### src/rtl/tile_scanner.sv
// tile_scanner: VGA raster generator and name-table reader feeding the tile pixel RAM.
// Stage 0 addresses the name table, stage 1 pairs the returned tile number with its
// row/column, and sync/blank are delayed two cycles to line up with the tile RAM pixel.
module tile_scanner #(
    parameter int unsigned H_VISIBLE = 640,
    parameter int unsigned H_FRONT   = 16,
    parameter int unsigned H_SYNC    = 96,
    parameter int unsigned H_BACK    = 48,
    parameter int unsigned V_VISIBLE = 480,
    parameter int unsigned V_FRONT   = 10,
    parameter int unsigned V_SYNC    = 2,
    parameter int unsigned V_BACK    = 33
) (
    input  logic        clk,
    input  logic        reset_n,
    input  logic [8:0]  scroll_x,
    input  logic [8:0]  scroll_y,
    output logic [11:0] name_addr,
    input  logic [7:0]  name_data,
    output logic [7:0]  name,
    output logic [2:0]  row,
    output logic [2:0]  column,
    output logic        hsync_n,
    output logic        vsync_n,
    output logic        blank,
    output logic        vblank_start
);

    localparam int unsigned H_TOTAL = H_VISIBLE + H_FRONT + H_SYNC + H_BACK;
    localparam int unsigned V_TOTAL = V_VISIBLE + V_FRONT + V_SYNC + V_BACK;
    localparam int unsigned HW      = $clog2(H_TOTAL);
    localparam int unsigned VW      = $clog2(V_TOTAL);
    localparam int unsigned HS_BEG  = H_VISIBLE + H_FRONT;
    localparam int unsigned HS_END  = H_VISIBLE + H_FRONT + H_SYNC;
    localparam int unsigned VS_BEG  = V_VISIBLE + V_FRONT;
    localparam int unsigned VS_END  = V_VISIBLE + V_FRONT + V_SYNC;

    logic [HW-1:0] hcount;
    logic [VW-1:0] vcount;
    logic [8:0]    sx;
    logic [8:0]    sy;
    logic          h_last;
    logic          v_last;
    logic [8:0]    px_x;
    logic [8:0]    px_y;

    // stage-0 timing flags and the one-stage-delayed copies
    logic hs0_n, vs0_n, bl0, vb0;
    logic hs1_n, vs1_n, bl1, vb1;

    assign h_last = (hcount == HW'(H_TOTAL - 1));
    assign v_last = (vcount == VW'(V_TOTAL - 1));

    // Raster counters: hcount every clock, vcount on line wrap
    always_ff @(posedge clk or negedge reset_n) begin
        if (!reset_n) begin
            hcount <= '0;
            vcount <= '0;
        end else if (h_last) begin
            hcount <= '0;
            vcount <= v_last ? '0 : vcount + VW'(1);
        end else begin
            hcount <= hcount + HW'(1);
        end
    end

    // Scroll offsets are sampled only on the last pixel of a frame
    always_ff @(posedge clk or negedge reset_n) begin
        if (!reset_n) begin
            sx <= '0;
            sy <= '0;
        end else if (h_last && v_last) begin
            sx <= scroll_x;
            sy <= scroll_y;
        end
    end

    // Stage 0: scrolled pixel position (9-bit wrap) and name-table address
    always_comb begin
        px_x      = 9'(hcount) + sx;
        px_y      = 9'(vcount) + sy;
        name_addr = {px_y[8:3], px_x[8:3]};
        hs0_n     = !((hcount >= HW'(HS_BEG)) && (hcount < HW'(HS_END)));
        vs0_n     = !((vcount >= VW'(VS_BEG)) && (vcount < VW'(VS_END)));
        bl0       = (hcount >= HW'(H_VISIBLE)) || (vcount >= VW'(V_VISIBLE));
        vb0       = (hcount == '0) && (vcount == VW'(V_VISIBLE));
    end

    // Tile number arrives from the registered name RAM in step with row/column
    assign name = name_data;

    // Stage 1: pixel-within-tile coordinates and first timing delay
    always_ff @(posedge clk or negedge reset_n) begin
        if (!reset_n) begin
            row    <= '0;
            column <= '0;
            hs1_n  <= 1'b1;
            vs1_n  <= 1'b1;
            bl1    <= 1'b1;
            vb1    <= 1'b0;
        end else begin
            row    <= px_y[2:0];
            column <= px_x[2:0];
            hs1_n  <= hs0_n;
            vs1_n  <= vs0_n;
            bl1    <= bl0;
            vb1    <= vb0;
        end
    end

    // Stage 2: timing outputs aligned with the tile RAM pixel
    always_ff @(posedge clk or negedge reset_n) begin
        if (!reset_n) begin
            hsync_n      <= 1'b1;
            vsync_n      <= 1'b1;
            blank        <= 1'b1;
            vblank_start <= 1'b0;
        end else begin
            hsync_n      <= hs1_n;
            vsync_n      <= vs1_n;
            blank        <= bl1;
            vblank_start <= vb1;
        end
    end

endmodule

### config.mk
export PLATFORM = sky130hd
export DESIGN_NAME = tile_scanner
export DESIGN_NICKNAME = d
export VERILOG_FILES = /design/src/rtl/tile_scanner.sv
export SDC_FILE = /design/constraint.sdc
export NUM_CORES = 1
export LEC_CHECK = 0
export ABC_AREA = 1
export BUFFER_PORTS_ARGS = -buffer_cell sky130_fd_sc_hd__buf_2
export CAP_MARGIN = 20
export CORE_MARGIN = 8
export CORE_UTILIZATION = 55
export CTS_CLUSTER_SIZE = 8
export DETAILED_ROUTE_END_ITERATION = 8
export PLACE_DENSITY_LB_ADDON = 0.25
export SYNTH_ARGS = -nofsm -noshare
export SYNTH_HDL_FRONTEND = slang
export SYNTH_SLANG_ARGS = --single-unit
### constraint.sdc
create_clock -name clk -period 2.15 [get_ports clk]
set_input_delay 0.3225 -clock clk [delete_from_list [all_inputs] [get_ports clk]]
set_output_delay 0.3225 -clock clk [all_outputs]
set_load 0.01 [all_outputs]
==> metrics.cfg, run 1 <==
[run_status]
outcome=complete, but fails checks
failed_checks=negative hold slack

[timing]
layout_min_cycle_time_ps=2140
final.setup_skew_ps=6.62
worst_slack_ps=6.42
final_hold_viol_count=13
fin_crit_sh=0.997
setup_viol_count_final=0
worst_slew_pin_slew_ps=562
finalMaxSlewViolations=0
relSlewSlack=0.625
rsz0062_at_grt=yes
fmax_ghz=0.467
whs_ps=-8.63

[cells_and_area]
final_layout_size_suffix_gt1_frac=0.272
area_delta_synth_final_pct=16.4
layout_common_cells=nand2_1 (101), inv_1 (43), buf_2 (41)
layoutNonFillerInstCount=509
antennaDiodeCount=0
fin_nets=487
nFillCells=468
final_common_cell=nand2_1
utilization=0.668

[placement]
placed_cells=490
routabilityCongestion=0.892
post-place-ws_ps=161
io_buffers=41
dp.final_hpwl_um=5140

[worst_hold_path]
min_path_type=in2async

[pwr]
total_power_mw=1.60
ir_drop_mv=0.392
p_leak_nw=1.84
power_density_nw_per_um2=433

[yosys]
yosys.area.top_type=dfrtp_1
synth_nets=447
synth_seq_cells=52
seq_area_frac_synth=0.412
netlist_area_sq_um=3180
synth_top_area_share=0.362
synthTopCellsByArea=dfrtp_1 (36%), nand2_1 (13%), ha_1 (8.3%), nand3_1 (6.6%), inv_1 (5.1%)
synthCells=396
avgSynthCellArea_sq_um=8.03
synth_cell_types=27
ys_warn_count=0

[floorplan]
core_area_sq_um=5540
floorplan.initialDensity=0.574
die_width_um=92.0
rows=27
io_pins=58
fp.dieArea_sq_um=8470
die_h_um=92.0

[routing]
dr.first_iter.drc_count=158
via_per_inst=5.18
ant_nets=0
finalWirelength_um=7370
first_pass_iters=4
vias=2635
avgRoutedWirePerCell_um=14.5
drc_errors=0

[worst_setup_path]
arrival_ps=1820
rr_endpoint=vcount[0]$_DFFE_PN0N_
reg2reg_from=hcount[0]$_DFF_PN0_
r2r_cells=9
startpoint_type=flip-flop
crit_fanout=3
r2r_slack_ps=210
critPathCaptureType=output port
path_class=reg2out
required_ps=1830

[clock_network]
htreeDepth=2
cts_tree=built
path_clk_slew_ps=90
cts_root_buffer=clkbuf_8
clock_tree.buffer_depth=2
cts_buffers=5
clkSinkCount=52
clock_latency_ps=310
cts_hold_buf=0

[global_route]
grt_pass1_vias=2542
grt_start_max_net_pins=30
grt_pass1_wl_um=11800
antenna_found_initial=0
track_usage=0.171
grt-ovfl-total=0

[run]
cap_violations=0

[cell usage after synthesis, drive strengths merged]
library cell    n
a21o            2
a21oi          13
buf            26
clkbuf          1
clkinv          1
dfrtp          46
dfstp           6
fa              2
ha             21
inv            44
nand2         108
nand3          43
nand3b          2
nand4           9
nor2           39
nor3            1
o21ai          10
o21bai          5
or2             1
or3             1
xor2           15
[where the power goes]
part,internal [mW],leakage (nW),switching [mW]
clock network,0.263,0.0455,0.320
logic,0.0155,1.24,0.0236
registers,0.978,0.555,0
[metal layers]
metal  track usage  wire [um]  up-vias
met1         0.223       3320     1251
met2         0.272       3570       56
li1              -          -     1316
met5             0          0        -
met3        0.0391        361       12
met4        0.0591        116        0
[stage by stage]
stage               instance area, sq um  hold slack (ps)  TNS, ps
floorplan                           3180             26.9        0
global placement                    3320              335        0
detailed placement                  3320              347        0
global route                        3700             24.3     -316
CTS                                 3490             10.1        0
finish                              3700            -8.63        0
[how the worst max path moves through the flow]
stage,start,endpoint,slack [ps],depth (start not counted)
CTS,hcount[0]$_DFF_PN0_,name_addr[3],2,9
detailed placement,hcount[0]$_DFF_PN0_,name_addr[5],160,9
finish,sy[0]$_DFFE_PN0P_,name_addr[11],6,9
global route,sy[0]$_DFFE_PN0P_,name_addr[11],-70,9
global placement,vcount[0]$_DFFE_PN0N_,name_addr[11],220,9
floorplan,hcount[0]$_DFF_PN0_,name_addr[3],300,9
[kinds of logic (layout without fill, tap and decap cells)]
family	after synthesis	after routing	share of synthesized area
AOI/OAI and AO/OA	30	30	0.0528
adders and majority gates	23	23	0.0953
buffers and inverters	72	113	0.124
and+or+nand+nor	204	204	0.275
xor gates and xnor gates	15	15	0.0413
DFF	52	52	0.412
[timing repair]
item                       in CTS  in global routing
setup buffers                   4                  7
setup endpoints to repair       7                  8
pin swaps                       2                  9
resized for setup              14                 30
[sequential cells by signal, indices dropped and copies added, names as in the netlist, 3 cells and up]
register / count
column: 3
hcount: 10
row: 3
sx: 9
sy: 9
vcount: 10
[cell type report]
class	count	area, sq um	area share
inverter	45	169	0.0457
timing repair buffer	60	360	0.0974
tap	72	90.1	0.0244
multi-input combinational	272	1670	0.452
sequential	52	1320	0.357
clock buffer	8	90.1	0.0244
[critical path, cell delays in order, from the launching register on]
cell and delay, ps:
dfrtp_1 390, ha_2 210, fa_2 370, nand3_2 90, nand2_4 70, nand3_2 80, nand2_1 50, nand2_1 60
nand2_1 50, buf_2 130
Power figures use the tool's default switching activity.
==> run 2: changes to the inputs <==
Settings changed: CORE_ASPECT_RATIO set to 0.5.
==> metrics.cfg, run 2 (synthesis results as in run 1) <==
[timing]
relSlewSlack=0.538  ; -0.0871
layout_min_cycle_time_ps=2130  ; -11.8 ps
final_hold_viol_count=0  ; -13
fmax_ghz=0.469  ; +0.55%
worst_slew_pin_slew_ps=693  ; +131 ps
setup_viol_count_final=0  ; unchanged
final.setup_skew_ps=5.14  ; -1.47 ps
fin_crit_sh=0.992  ; -0.00548
rsz0062_at_grt=yes
finalMaxSlewViolations=0  ; unchanged

[pwr]
total_power_mw=1.85  ; +16%
p_leak_nw=1.85  ; +0.29%
power_density_nw_per_um2=500  ; +16%
ir_drop_mv=0.389  ; -0.65%

[global_route]
grt_pass1_vias=2599  ; +2.2%
grt-ovfl-total=0  ; unchanged
antenna_found_initial=0  ; unchanged
track_usage=0.169  ; -0.00171
grt_start_max_net_pins=32  ; +6.7%
grt_pass1_wl_um=11800  ; -0.41%

[cells_and_area]
antennaDiodeCount=0  ; unchanged
final_layout_size_suffix_gt1_frac=0.255  ; -0.0171
top_regs=hcount (10), vcount (10)
final_common_cell=nand2_1
seqCellArea_sq_um=1320  ; +0.19%
nFillCells=442  ; -5.6%
layout_common_cells=nand2_1 (102), inv_1 (43), buf_2 (41)
layoutNonFillerInstCount=504  ; -0.98%
area_delta_synth_final_pct=16.4  ; about the same
multiInputGateArea_sq_um=1660  ; -0.67%
fin_nets=481  ; -1.2%

[worst_setup_path]
worst_path_max_delay_cell=fa_2
crit_buf_inv=1  ; unchanged
critical-path-top-delay-family=adder cells
required_ps=1830  ; about the same
crit_top_cell=nand2_1
cpPeakStageDelay_ps=390  ; about the same
path_class=reg2out
arrival_ps=1810  ; about the same
critPathCaptureType=output port
crit_fanout=3  ; unchanged
cp_cell_sequence=ha_2, fa_2, nand3_2, nand2_4, nand2_2, nand3_1, nand2_1, nand2_1, buf_2
startpoint_type=flip-flop

[routing]
finalWirelength_um=7230  ; -1.9%
vias=2614  ; -0.80%
dr.first_iter.drc_count=156  ; -1.3%
via_per_inst=5.19  ; +0.19%
drc_errors=0  ; unchanged
first_pass_iters=4  ; unchanged
ant_nets=0  ; unchanged
avgRoutedWirePerCell_um=14.4  ; -0.91%

[floorplan]
die_width_um=124  ; +34%
die_h_um=69.8  ; -24%
io_pins=58  ; unchanged
fp.dieArea_sq_um=8610  ; +1.7%
core_area_sq_um=5540  ; about the same
floorplan.initialDensity=0.574  ; about the same
rows=19  ; -30%

[clock_network]
cts_hold_buf=0  ; unchanged
clkSinkCount=52  ; unchanged
cts_tree=built
path_clk_slew_ps=70  ; -20 ps
cts_buffers=5  ; unchanged
clock_latency_ps=290  ; -20 ps
htreeDepth=2  ; unchanged
cts_root_buffer=clkbuf_16
clock_tree.buffer_depth=2  ; unchanged

[placement]
dp.final_hpwl_um=5140  ; about the same
routabilityCongestion=0.859  ; -3.7%
io_buffers=41  ; unchanged
placed_cells=489  ; -0.20%

[run_status]
outcome=finished, final reports clean

[run]
cap_violations=0  ; unchanged

[worst_hold_path]
min_path_type=in2async

[run 2: changes by cell type in the layout (fill, tap and decap cells not counted), moves of 3 or more]
cell       delta
a21oi_2       -3
a21oi_1       +3
buf_4         -5
clkbuf_8      -4
clkbuf_16     +5
[run 2: path summary, 6_finish.rpt]
kind                                     startpoint                    end  slack (ps)  depth (start not counted)
worst max-delay path            hcount[0]$_DFF_PN0_           name_addr[3]          20                          9
worst min-delay path                        reset_n    hcount[3]$_DFF_PN0_          80                          1
worst max register to register  hcount[0]$_DFF_PN0_  vcount[8]$_DFFE_PN0N_         230                          8
worst min register to register      vs1_n$_DFF_PN1_      vsync_n$_DFF_PN1_         360                          0
max in group asynchronous                   reset_n  vcount[1]$_DFFE_PN0N_        1410                          2
min in group clk                        scroll_x[5]      sx[5]$_DFFE_PN0P_         260                          3
[run 2: layout make-up]
| type | count | area share |
|---|---|---|
| Multi-Input combinational cell | 272 | 0.448 |
| Sequential cell | 52 | 0.357 |
| Timing Repair Buffer | 54 | 0.0818 |
| Inverter | 45 | 0.0457 |
| Clock buffer | 8 | 0.0423 |
| Tap cell | 73 | 0.0247 |
[run 2: timing repair]
item	CTS	global route
resized for setup	14	25
gates cloned	0	0
buffers inserted	3	4
pin swaps	5	7
endpoints found under the setup margin	8	9
[run 2: power breakdown]
part | internal (mW) | total, mW | switching (mW)
Sequential | 0.979 | 0.979 | 0
Clock | 0.496 | 0.834 | 0.338
Combinational | 0.0143 | 0.0390 | 0.0247
[run 2: layer usage]
layer  global-route usage  share of wire
met5                    0              0
met4               0.0848          0.014
met3               0.0341          0.052
met2                0.282           0.48
met1                0.202           0.45
[run 2: stage by stage]
| stage | utilization | hold WS (ps) | cell area [sq um] | setup TNS (ps) | setup WS, ps |
|---|---|---|---|---|---|
| floorplan | - | 26.9 | 3180 | 0 | 299 |
| global placement | 0.595 | 345 | 3290 | 0 | 220 |
| detailed placement | 0.595 | 347 | 3290 | 0 | 121 |
| CTS | 0.640 | 89.1 | 3540 | -20.1 | -20.1 |
| global route | 0.668 | 126 | 3700 | -173 | -62.9 |
| finish | 0.668 | 76.4 | 3700 | 0 | 18.2 |
==> run 3: changes to the inputs <==
==> constraint.sdc (replaced) <==
create_clock -name clk -period 2.15 [get_ports clk]
set_input_delay 0.43 -clock clk [delete_from_list [all_inputs] [get_ports clk]]
set_output_delay 0.43 -clock clk [all_outputs]
set_load 0.01 [all_outputs]
==> metrics.cfg, run 3 (synthesis results as in run 1) <==
[clock_network]
cts_hold_buf=0  ; unchanged
clock_latency_ps=290  ; about the same
htreeDepth=2  ; unchanged
cts_root_buffer=clkbuf_16
clock_tree.buffer_depth=2  ; unchanged
clkSinkCount=52  ; unchanged
cts_buffers=5  ; unchanged
path_clk_slew_ps=70  ; about the same
cts_tree=built

[cells_and_area]
layout_common_cells=nand2_1 (97), inv_1 (42), buf_2 (41)
stdcell_area_sq_um=3900  ; +5.5%
layoutNonFillerInstCount=518  ; +2.8%
fin_nets=495  ; +2.9%
top_regs=hcount (10), vcount (10)
final_common_cell=nand2_1
area_delta_synth_final_pct=22.8
final_layout_size_suffix_gt1_frac=0.312  ; +0.0571
antennaDiodeCount=0  ; unchanged

[global_route]
antenna_found_initial=0  ; unchanged
track_usage=0.180  ; +0.0109
grt_pass1_vias=2738  ; +5.3%
gr-usage-met3=0.0341  ; unchanged
grt_use_met2=0.294  ; +0.0113
grt-ovfl-total=0  ; unchanged
grt_pass1_wl_um=12700  ; +7.6%
met1_usage=0.228  ; +0.0265
grt_start_max_net_pins=34  ; +6.3%
grt.busiest_layer=met2

[timing]
layout_min_cycle_time_ps=2270  ; +137 ps
fin_crit_sh=1.06  ; +0.0636
fmax_ghz=0.441  ; -6.0%
setup_viol_count_final=5  ; +5
whs_ps=105  ; +28.1 ps
final_hold_viol_count=0  ; unchanged
worst_slew_pin_slew_ps=497  ; -196 ps
final.setup_skew_ps=7.40  ; +2.25 ps
rsz0062_at_grt=yes
finalMaxSlewViolations=0  ; unchanged
worst_slack_ps=-118  ; -137 ps
relSlewSlack=0.668  ; +0.130

[floorplan]
die_width_um=124  ; unchanged
die_h_um=69.8  ; unchanged
core_area_sq_um=5540  ; unchanged
floorplan.initialDensity=0.574  ; unchanged
fp.dieArea_sq_um=8610  ; unchanged
io_pins=58  ; unchanged
rows=19  ; unchanged

[routing]
finalWirelength_um=8010  ; +11%
first_pass_iters=4  ; unchanged
via_per_inst=5.47  ; +5.5%
vias=2835  ; +8.5%
dr.first_iter.drc_count=191  ; +22%
drc_errors=0  ; unchanged
ant_nets=0  ; unchanged
avgRoutedWirePerCell_um=15.5  ; +7.8%

[worst_setup_path]
crit_buf_inv=2  ; +1
r2r_cells=9  ; +1
cp_cell_sequence=ha_2, fa_2, nand3_2, nand2_4, buf_4, xor2_1, buf_2
path_class=reg2out
required_ps=1720  ; -110 ps
r2r_slack_ps=200  ; -30 ps
critPathCaptureType=output port
crit_path_end=name_addr[7]
cp_num_cells=7  ; -2
cpPeakStageDelay_ps=390  ; about the same
startpoint_type=flip-flop
arrival_ps=1840  ; +30 ps
critical-path-top-delay-family=adder cells
startpoint=sy[0]$_DFFE_PN0P_
worst_path_max_delay_cell=dfrtp_1
crit_fanout=3  ; unchanged
reg2reg_from=hcount[0]$_DFF_PN0_
rr_endpoint=vcount[1]$_DFFE_PN0N_

[pwr]
power_density_nw_per_um2=469  ; -6.2%
total_power_mw=1.83  ; -1.1%
p_leak_nw=1.93  ; +4.5%
ir_drop_mv=0.431  ; +11%

[placement]
placed_cells=490  ; +0.20%
dpl_cell_area_sq_um=3310  ; +0.61%
io_buffers=41  ; unchanged
dp.final_hpwl_um=4990  ; -2.9%
routabilityCongestion=0.933  ; +8.7%

[run_status]
outcome=complete, but fails checks
failed_checks=negative setup slack

[worst_hold_path]
min_path_type=in2async

[run]
cap_violations=0  ; unchanged

## run 3: cell types whose count changed in the layout (fill, tap and decap cells not counted), sizes merged
cell      change
buf          +14
clkbuf        -1
clkinvlp      +1
## run 3: worst min-delay path by stage
| stage | to | startpoint | cells after the start | slack [ps] |
|---|---|---|---|---|
| 2_1_floorplan | column[0]$_DFF_PN0_ | reset_n | 0 | 130 |
| 3_3_place_gp | vblank_start$_DFF_PN0_ | vb1$_DFF_PN0_ | 0 | 340 |
| 3_5_place_dp | vblank_start$_DFF_PN0_ | vb1$_DFF_PN0_ | 0 | 350 |
| 4_1_cts | hcount[1]$_DFF_PN0_ | reset_n | 1 | 110 |
| 5_1_grt | sx[5]$_DFFE_PN0P_ | reset_n | 1 | 130 |
| 6_report | sx[1]$_DFFE_PN0P_ | reset_n | 1 | 100 |
## run 3: what timing repair did
action	4_1_cts	5_1_grt
endpoints found under the setup margin	12	10
resized for setup	32	27
gates cloned	0	0
pin swaps	5	8
buffers inserted	5	15
## run 3: layout make-up
cell class	instances	area, sq um
clock inverters	1	7.51
inverters	45	169
fillers	411	1640
multi-input cells	272	1750
repair buffers	68	420
flip-flops and latches	52	1320
clock buffers	7	143
well taps	73	91.3
## run 3: where the power goes
part	internal, mW	leakage [nW]	switching, mW	total [mW]
Combinational	0.0156	1.31	0.0250	0.0406
Clock	0.464	0.0701	0.348	0.813
Sequential	0.978	0.551	0	0.978
Total	1.46	1.93	0.373	1.83
## run 3: per-stage QoR
stage	util	setup slack (ps)	setup TNS [ps]
final	0.705	-118	-397
after global routing	0.705	-206	-951
after CTS	0.664	-79.7	-177
after detailed placement	0.598	0.432	0
after global placement	0.598	119	0
after floorplan	-	191	0
## run 3: layer usage
metal / up-vias / share of wire
li1: 1342 / -
met2: 117 / 0.50
met4: 0 / 0.026
met3: 28 / 0.063
met1: 1348 / 0.41
met5: - / 0
